### src/rtl/vga_timing_pkg.sv
// Shared timing presets and decode helpers for the VGA raster generator.
// Presets assume a 50 MHz board clock.
package vga_timing_pkg;

    typedef enum logic [1:0] {
        REG_ACTIVE,
        REG_FRONT,
        REG_SYNC,
        REG_BACK
    } region_e;

    // 640x480@60: 25 MHz pixel clock, negative syncs
    localparam int VGA640_H_VISIBLE = 640;
    localparam int VGA640_H_FRONT   = 16;
    localparam int VGA640_H_SYNC    = 96;
    localparam int VGA640_H_BACK    = 48;
    localparam int VGA640_V_VISIBLE = 480;
    localparam int VGA640_V_FRONT   = 10;
    localparam int VGA640_V_SYNC    = 2;
    localparam int VGA640_V_BACK    = 33;
    localparam int VGA640_CLK_DIV   = 2;
    localparam bit VGA640_HS_POL    = 1'b0;
    localparam bit VGA640_VS_POL    = 1'b0;

    // 800x600@72: 50 MHz pixel clock, positive syncs
    localparam int SVGA800_H_VISIBLE = 800;
    localparam int SVGA800_H_FRONT   = 56;
    localparam int SVGA800_H_SYNC    = 120;
    localparam int SVGA800_H_BACK    = 64;
    localparam int SVGA800_V_VISIBLE = 600;
    localparam int SVGA800_V_FRONT   = 37;
    localparam int SVGA800_V_SYNC    = 6;
    localparam int SVGA800_V_BACK    = 23;
    localparam int SVGA800_CLK_DIV   = 1;
    localparam bit SVGA800_HS_POL    = 1'b1;
    localparam bit SVGA800_VS_POL    = 1'b1;

    function automatic int axis_total(int visible, int front, int sync, int back);
        return visible + front + sync + back;
    endfunction

    function automatic region_e region_decode(int pos, int visible, int front, int sync);
        if (pos < visible) begin
            return REG_ACTIVE;
        end else if (pos < visible + front) begin
            return REG_FRONT;
        end else if (pos < visible + front + sync) begin
            return REG_SYNC;
        end else begin
            return REG_BACK;
        end
    endfunction

endpackage

### src/rtl/vga_axis_counter.sv
// One raster axis: wrapping position counter with registered active/sync
// decode taken from the next-state count so decode and count stay aligned.
module vga_axis_counter
    import vga_timing_pkg::*;
#(
    parameter int VISIBLE  = 640,
    parameter int FRONT    = 16,
    parameter int SYNC     = 96,
    parameter int BACK     = 48,
    parameter bit SYNC_POL = 1'b0,
    parameter int W        = 10
) (
    input  logic         clock,
    input  logic         reset_n,
    input  logic         en,
    output logic         wrap,
    output logic [W-1:0] count,
    output logic [W-1:0] count_next,
    output logic         active,
    output logic         sync
);

    localparam int           TOTAL = axis_total(VISIBLE, FRONT, SYNC, BACK);
    localparam logic [W-1:0] LAST  = W'(TOTAL - 1);

    logic [W-1:0] count_q, count_d;
    logic         active_q, active_d;
    logic         sync_q, sync_d;
    region_e      region_d;

    always_comb begin
        // NOTE: every always_comb output is assigned on every path; a missing
        // branch would infer a latch.
        wrap = en && (count_q == LAST);
        if (wrap) begin
            count_d = '0;
        end else if (en) begin
            count_d = count_q + 1'b1;
        end else begin
            count_d = count_q;
        end
        region_d = region_decode(int'(count_d), VISIBLE, FRONT, SYNC);
        active_d = (region_d == REG_ACTIVE);
        sync_d   = (region_d == REG_SYNC) ? SYNC_POL : !SYNC_POL;
    end

    // NOTE: reset is synchronous, so it only takes effect on a clock edge;
    // state uses non-blocking assignments so all flops see pre-edge values.
    always_ff @(posedge clock) begin
        if (!reset_n) begin
            count_q  <= LAST;
            active_q <= 1'b0;
            sync_q   <= !SYNC_POL;
        end else begin
            count_q  <= count_d;
            active_q <= active_d;
            sync_q   <= sync_d;
        end
    end

    assign count      = count_q;
    assign count_next = count_d;
    assign active     = active_q;
    assign sync       = sync_q;

endmodule

### src/rtl/vga_timing_gen.sv
// VGA raster timing generator: pixel strobe divider, horizontal/vertical
// axes, look-ahead visibility, line/frame markers and a frame counter.
module vga_timing_gen
    import vga_timing_pkg::*;
#(
    parameter int  H_VISIBLE = 640,
    parameter int  H_FRONT   = 16,
    parameter int  H_SYNC    = 96,
    parameter int  H_BACK    = 48,
    parameter int  V_VISIBLE = 480,
    parameter int  V_FRONT   = 10,
    parameter int  V_SYNC    = 2,
    parameter int  V_BACK    = 33,
    parameter bit  HS_POL    = 1'b0,
    parameter bit  VS_POL    = 1'b0,
    parameter int  CLK_DIV   = 2,
    parameter int  PRE_PIX   = 1,
    localparam int H_TOTAL   = axis_total(H_VISIBLE, H_FRONT, H_SYNC, H_BACK),
    localparam int V_TOTAL   = axis_total(V_VISIBLE, V_FRONT, V_SYNC, V_BACK),
    localparam int XW        = $clog2(H_TOTAL),
    localparam int YW        = $clog2(V_TOTAL)
) (
    input  logic          clock,
    input  logic          reset_n,
    output logic          pixel_en,
    output logic          hsync,
    output logic          vsync,
    output logic          blank_n,
    output logic          pre_visible,
    output logic [XW-1:0] x,
    output logic [YW-1:0] y,
    output logic          line_start,
    output logic          frame_start,
    output logic [7:0]    frame_count
);

    localparam int DW = (CLK_DIV > 1) ? $clog2(CLK_DIV) : 1;

    // Is the pixel PRE_PIX ahead of (xn, yn) inside the active area?
    function automatic logic pre_active(int xn, int yn);
        int p;
        int l;
        p = xn + PRE_PIX;
        l = yn;
        if (p >= H_TOTAL) begin
            p = p - H_TOTAL;
            l = (yn + 1 == V_TOTAL) ? 0 : yn + 1;
        end
        return (p < H_VISIBLE) && (l < V_VISIBLE);
    endfunction

    localparam logic PRE_RESET = pre_active(H_TOTAL - 1, V_TOTAL - 1);

    logic [DW-1:0] div_q, div_d;
    logic          tick;
    logic          pixel_en_q, pixel_en_d;
    logic          line_start_q, line_start_d;
    logic          frame_start_q, frame_start_d;
    logic [7:0]    frame_count_q, frame_count_d;
    logic          first_wrap_q, first_wrap_d;
    logic          pre_visible_q, pre_visible_d;

    logic          h_wrap, v_wrap, h_active, v_active;
    logic [XW-1:0] x_q, x_d;
    logic [YW-1:0] y_q, y_d;

    vga_axis_counter #(
        .VISIBLE (H_VISIBLE),
        .FRONT   (H_FRONT),
        .SYNC    (H_SYNC),
        .BACK    (H_BACK),
        .SYNC_POL(HS_POL),
        .W       (XW)
    ) u_h_axis (
        .clock     (clock),
        .reset_n   (reset_n),
        .en        (tick),
        .wrap      (h_wrap),
        .count     (x_q),
        .count_next(x_d),
        .active    (h_active),
        .sync      (hsync)
    );

    vga_axis_counter #(
        .VISIBLE (V_VISIBLE),
        .FRONT   (V_FRONT),
        .SYNC    (V_SYNC),
        .BACK    (V_BACK),
        .SYNC_POL(VS_POL),
        .W       (YW)
    ) u_v_axis (
        .clock     (clock),
        .reset_n   (reset_n),
        .en        (h_wrap),
        .wrap      (v_wrap),
        .count     (y_q),
        .count_next(y_d),
        .active    (v_active),
        .sync      (vsync)
    );

    always_comb begin
        tick          = (div_q == DW'(CLK_DIV - 1));
        div_d         = tick ? '0 : div_q + 1'b1;
        pixel_en_d    = tick;
        line_start_d  = h_wrap;
        frame_start_d = v_wrap;
        first_wrap_d  = tick ? 1'b0 : first_wrap_q;
        pre_visible_d = pre_active(int'(x_d), int'(y_d));
        // The wrap out of reset only lands on (0,0); it is not a completed frame.
        frame_count_d = (v_wrap && !first_wrap_q) ? frame_count_q + 8'd1 : frame_count_q;
    end

    always_ff @(posedge clock) begin
        if (!reset_n) begin
            div_q         <= '0;
            pixel_en_q    <= 1'b0;
            line_start_q  <= 1'b0;
            frame_start_q <= 1'b0;
            frame_count_q <= 8'd0;
            first_wrap_q  <= 1'b1;
            pre_visible_q <= PRE_RESET;
        end else begin
            div_q         <= div_d;
            pixel_en_q    <= pixel_en_d;
            line_start_q  <= line_start_d;
            frame_start_q <= frame_start_d;
            frame_count_q <= frame_count_d;
            first_wrap_q  <= first_wrap_d;
            pre_visible_q <= pre_visible_d;
        end
    end

    assign pixel_en    = pixel_en_q;
    assign blank_n     = h_active & v_active;
    assign pre_visible = pre_visible_q;
    assign x           = x_q;
    assign y           = y_q;
    assign line_start  = line_start_q;
    assign frame_start = frame_start_q;
    assign frame_count = frame_count_q;

endmodule
### config.mk
export PLATFORM = sky130hd
export DESIGN_NAME = vga_timing_gen
export DESIGN_NICKNAME = d
export VERILOG_FILES = /design/src/rtl/vga_timing_pkg.sv /design/src/rtl/vga_axis_counter.sv /design/src/rtl/vga_timing_gen.sv
export SDC_FILE = /design/constraint.sdc
export NUM_CORES = 1
export LEC_CHECK = 0
export ABC_AREA = 1
export CAP_MARGIN = 20
export CORE_ASPECT_RATIO = 1.75
export CORE_MARGIN = 5
export CORE_UTILIZATION = 25
export CTS_CLUSTER_SIZE = 12
export DETAILED_ROUTE_END_ITERATION = 6
export HOLD_SLACK_MARGIN = 0.15
export PLACE_DENSITY = 0.41
export REMOVE_ABC_BUFFERS = 1
export SETUP_SLACK_MARGIN = 0.4
export SLEW_MARGIN = 30
export SYNTH_ARGS = -nofsm -noshare
export SYNTH_HDL_FRONTEND = slang
export SYNTH_SLANG_ARGS = --single-unit
### constraint.sdc
create_clock -name clock -period 2.1 [get_ports clock]
set_input_delay 0.42 -clock clock [delete_from_list [all_inputs] [get_ports clock]]
set_output_delay 0.42 -clock clock [all_outputs]
set_load 0.05 [all_outputs]
### Word level (Yosys, flattened, before mapping)

Index checks and enable logic that the tools add are counted.

* logic and storage cells: 59
* flip-flop bits (word level): 38
* input bits: 2
* output and inout port bits: 35

* reductions and logical operators: 8
* eq/ne operators: 5
* add/sub/neg operators: 7
* multiplexer cells: 15
* bitwise logic cells: 2
* magnitude comparators: 9

Operators by type and width (number)
* $mux W10: 4
* $eq A32 B11 Y1 const B: 1
* $lt A32 B10 Y1 const B: 1
* $lt A32 B11 Y1 const B: 1
* $mux W32: 1
* $lt A10 B10 Y1 const B: 3
* $lt A10 B9 Y1 const B: 3
* $add A10 B1 Y11 const B: 2
* $mux W11: 2
* $add A10 B1 Y10 const B: 2
* $eq A10 B10 Y1 const B: 2
* $sub A11 B10 Y12 const B: 1
* $ge A11 B10 Y1 const B: 1
* $add A8 B1 Y8 const B: 1
* $mux W2: 4
* $eq A2 B2 Y1 const B: 2
* $logic_and A1 B1 Y1: 4
* $logic_not A2 Y1: 2
* $mux W1: 4
* $reduce_or A2 Y1: 1
* $add A1 B1 Y1 const B: 1
* $and A1 B1 Y1: 1
* $logic_not A1 Y1: 1
* $not A1 Y1: 1

### Depth between registers and ports, before layout

* depth in word-level cells: 10
* gate-level depth with buffers: 17
* depth with buffers taken out: 16

### By module

From an unflattened synthesis, not the netlist that was laid out.

* cell total of the unflattened synthesis: 370
* area total of the unflattened synthesis: 2356.0 µm²

Modules (own cells, without submodules)
* vga_timing_gen: cells each 140, area an instance 869.6 µm², times used 1, sequential area each 280.3 µm²
* vga_axis_counter at u_v_axis: cells each 112, area an instance 745.7 µm², times used 1, sequential area each 240.2 µm²
* vga_axis_counter at u_h_axis: cells each 118, area an instance 740.7 µm², times used 1, sequential area each 240.2 µm²

### Least setup slack after synthesis

OpenSTA, ideal clock, no wires.

* kind: register to register
* start: register u_h_axis.count_q[0] (netlist: u_h_axis.count[0])
* end: register frame_count_q[6] (netlist: frame_count[6])
* library setup time: 0.121 ns
* path slack: -0.103 ns
* buffers on the path: 1
* stages on the path, launching flop included: 14
* clock period less this slack: 2.203 ns
* data required time: 1.979 ns
* data arrival time: 2.082 ns
* path through: dfxtp_1 ha_1 inv_1 nor2_4 nand2_2 nor2_4 buf_6 nand2_2 nor2_2 nand2_1 clkinv_1 nand4_1 o21ai_0 a21oi_1

* word-level cells in the longest chain between the ends: 4

RTL lines
* start: declaration: RTL line vga_axis_counter.sv:26 `logic [W-1:0] count_q, count_d;`
* start signal: assignment: RTL line vga_axis_counter.sv:55 `count_q <= count_d;`
* $eq A10 B10 Y1: RTL line vga_axis_counter.sv:34 `wrap = en && (count_q == LAST);`
* $logic_and A1 B1 Y1 (2 in series): RTL line vga_axis_counter.sv:34
* $logic_and A1 B1 Y1: RTL line vga_timing_gen.sv:112 `frame_count_d = (v_wrap && !first_wrap_q) ? frame_count_q + 8'd1 : frame_count_q;`
* end signal: assignment: RTL line vga_timing_gen.sv:129 `frame_count_q <= frame_count_d;`
* end: declaration: RTL line vga_timing_gen.sv:59 `logic [7:0] frame_count_q, frame_count_d;`

No other way between the ends.
A chain may end at the register's enable or synchronous reset.

### Worst setup path in the final report

* start: register u_h_axis.count_q[0] (netlist: u_h_axis.count[0])
* end: register pre_visible_q (netlist: pre_visible)

* word-level cells in the longest chain between the ends: 10
* elaborated cells between the ends (all ways): 19
* classes of those cells: add/sub (4); order compare (3); eq/ne (2); mux (7); reduce/logical (3)

RTL lines
* parallel branches: the longest is 9 deep, another holds $lt A32 B11 Y1
* $logic_and A1 B1 Y1 (*): RTL line vga_timing_gen.sv:49 `return (p < H_VISIBLE) && (l < V_VISIBLE);`
* end signal: assignment: RTL line vga_timing_gen.sv:131 `pre_visible_q <= pre_visible_d;`
* end: declaration: RTL line vga_timing_gen.sv:61 `logic pre_visible_q, pre_visible_d;`

Every way passes the cells marked *.

==> results.ini <==
[global_routing]
track_usage_pct = 14.2
grt_max_degree = 15
overflow = 0
grt_pass1_vias = 2464
antenna_found_initial = 0
grt_pass1_wl_mm = 11.7

[synth]
ys.flop_type = dfxtp_1
synth_async_sr_flop_share_pct = 0
yosysTopAreaCell = dfxtp_1
synth-seq-cells = 38
synth_cell_types = 32
ys_seq_area_share_pct = 34.4
syn_area_um2 = 2210
synth_top_area_share_pct = 34.4
synth_edf_count = 0
synth.area.top_cells = dfxtp_1 34%, nand2_1 17%, inv_1 8.1%
synth.avg_cell_area_um2 = 6.47
yosysWarnings = 0
postSynthCellCount = 342

[power]
power_frac_seq_pct = 25.8
vdd_drop_max_mv = 0.523
p_comb_share_pct = 50.2
finalPower_w = 0.00354
p_sw_share_pct = 42.0
p_int_w = 0.00205
clockPowerShare_pct = 24.0
powerDensity_nw_per_um2 = 1010
leakage_nw = 1.72
p_switching_w = 0.00148

[sta]
fin_skew_ns = 0.00467
grt_setup_unrepaired = yes
fin_ws_ns = 0.150
hold_viol = 0
max-slew-margin-rel_pct = 66.9
finalMaxSlewViolations = 0
max_freq_mhz = 513
setup-tns-final_ns = 0
setup_violations = 0
fin_crit_ns = 1.95
finalCritPeriodShare_pct = 92.9
tightest_slew_ns = 0.498

[detailed_routing]
drc = 0
drt-total-wl_mm = 7.51
avgViaCountPerCell = 4.50
postRouteAntennaNets = 0
via_count = 2424
dr.pass1.iters = 5
drtIter0Drc = 101
wire_per_inst_um = 13.9

[place]
hpwl_mm = 5.67
dp.cells = 510
globalplace.congestion = 0.818
pre_cts_ws_ns = 0.0534
portBuffers = 36

[layout]
layout_commonest_cell = nand2_1
area_delta_synth_final_pct = 58.2
finalNonFillerCells = 539
diodes = 0
layout-drive-gt1-share_pct = 34.6
final_cell_mix = 84 x nand2_1, 43 x inv_1, 35 x nor2_1
nFillCells = 968
layout.nets = 427

[setup_path]
slowest_delay_ns = 0.37
worstPathMaxFanout = 7
worst_setup_path_start_kind = flip-flop
crit_arrival_ns = 2.13
critPathBufInv = 5
end_kind = flip-flop
cp.required_ns = 2.28
cp_common_cell = nand2_1
critPathTopFamily = simple AND/OR/NAND/NOR gates
crit_type = flip-flop to flip-flop
crit_slowest_cell = dfxtp_4
path_cells = ha_4 -> inv_2 -> nor2_4 -> nand2_2 -> nor2_4 -> buf_12 -> buf_6 -> nand2_4 -> nand2_4 -> buf_4 -> inv_2 -> nand2_1 -> nor2_1 -> nand3_1 -> nand2_1 -> nand2_1 -> nand3_1 -> nand2_1 -> nand2_1

[cts]
cts.reportedPaths.clkPinSlew_ns = 0.06
cts_max_level = 2
cts_buffer_depth = 2
cts_made_buffers = 5
cts_sinks = 38
clk_latency_ns = 0.28
cts_tree = built
cts_root_buf = clkbuf_16

[min_path]
min_path_type = flip-flop to flip-flop

[floorplan]
fp.dieH_um = 134
core_um2 = 8670
start_util_pct = 25.5
io_pins = 37
die-width_um = 81.1
row_count = 45
dieArea_um2 = 10900

[job]
cap_viol_max_count = 0

[outcome]
status = complete, no violations

[stage by stage]
stage	utilization, %	hold slack (ns)	instance area, um2
after floorplan	-	0.461	2170
after global placement	32.6	0.473	2830
after detailed placement	32.6	0.473	2830
after CTS	36.7	0.503	3180
after global routing	40.4	0.554	3500
final	40.4	0.500	3500
[logic make-up (layout without fill, tap and decap cells)]
kind of cell | Yosys count | count (layout) | share of synthesized area [%]
buffers and inverters | 59 | 138 | 11.1
adders and majority gates | 4 | 4 | 2.26
xor gates and xnor gates | 5 | 5 | 1.98
AOI/OAI and AO/OA | 24 | 24 | 5.94
and+or+nand+nor | 212 | 213 | 44.4
DFF | 38 | 38 | 34.4
[cells in the mapped netlist, types with 2 or more instances]
master and number:
inv_2 2, a31oi_1 2, nand2_1 101, xor2_1 4
nand3_1 26, nor2_2 5, nand3_2 2, clkbuf_1 2
ha_1 4, inv_1 48, nor2_4 3, o21ai_0 12
clkinv_1 3, nand4_1 7, nor3_1 5, dfxtp_1 38
nor2_1 43, nand2_2 13, a21oi_1 6, buf_6 3
nor3_2 2
[metal layers]
metal | track usage, % | routed length, um
met4 | 8.08 | 295
met2 | 28.4 | 4460
met1 | 12.6 | 2570
met3 | 2.40 | 191
met5 | 0 | 0
[cell type report]
class,instances,area [um2],area share (%)
clock buffers,7,133,3.79
clock inverters,1,30.0,0.857
inverters,53,200,5.72
multi-input cells,246,1530,43.6
flip-flops and latches,38,777,22.2
well taps,117,146,4.18
repair buffers,77,689,19.7
[registers in the layout (all words and copies together), names as in the netlist]
| signal | cells |
|---|---|
| pixel_en | 1 |
| pre_visible | 1 |
| frame_start | 1 |
| line_start | 1 |
| div_q | 1 |
| u_h_axis.count | 10 |
| u_h_axis.sync | 1 |
| frame_count | 8 |
| first_wrap_q | 1 |
| u_v_axis.sync | 1 |
| u_h_axis.active | 1 |
| u_v_axis.count | 10 |
| u_v_axis.active | 1 |
[worst reg2reg max path, cell delays in order, from the launching register on]
cell and delay (ns):
dfxtp_4 0.37, ha_4 0.14, inv_2 0.04, nor2_4 0.14
nand2_2 0.08, nor2_4 0.11, buf_12 0.14, buf_6 0.12
nand2_4 0.04, nand2_4 0.07, buf_4 0.11, inv_2 0.04
nand2_1 0.06, nor2_1 0.04, nand3_1 0.08, nand2_1 0.05
nand2_1 0.06, nand3_1 0.06, nand2_1 0.06, nand2_1 0.04
[repair_timing]
action,4_1_cts,5_1_grt
pin swaps,15,33
endpoints found under the setup margin,46,26
resized for setup,87,70
hold buffers,0,0
gates cloned,0,1
buffers inserted,7,13
[worst paths after layout]
check                    start              to  slack (ns)  depth (start not counted)
max          u_h_axis.count[0]     pre_visible        0.15                         19
min             frame_count[7]  frame_count[7]        0.50                          2
max reg2reg  u_h_axis.count[0]     pre_visible        0.15                         19
min reg2reg     frame_count[7]  frame_count[7]        0.50                          2
[power by group through the flow]
stage	Combinational, W	Clock, W	Sequential, W
after detailed placement	0.00133	0	0.000907
after global placement	0.00133	0	0.000907
after CTS	0.00146	0.000882	0.000903
final	0.00178	0.000849	0.000911
after floorplan	0.000613	0	0.00116
after global routing	0.00191	0.000917	0.000923
No activity file was read; power rests on OpenSTA's default activity.
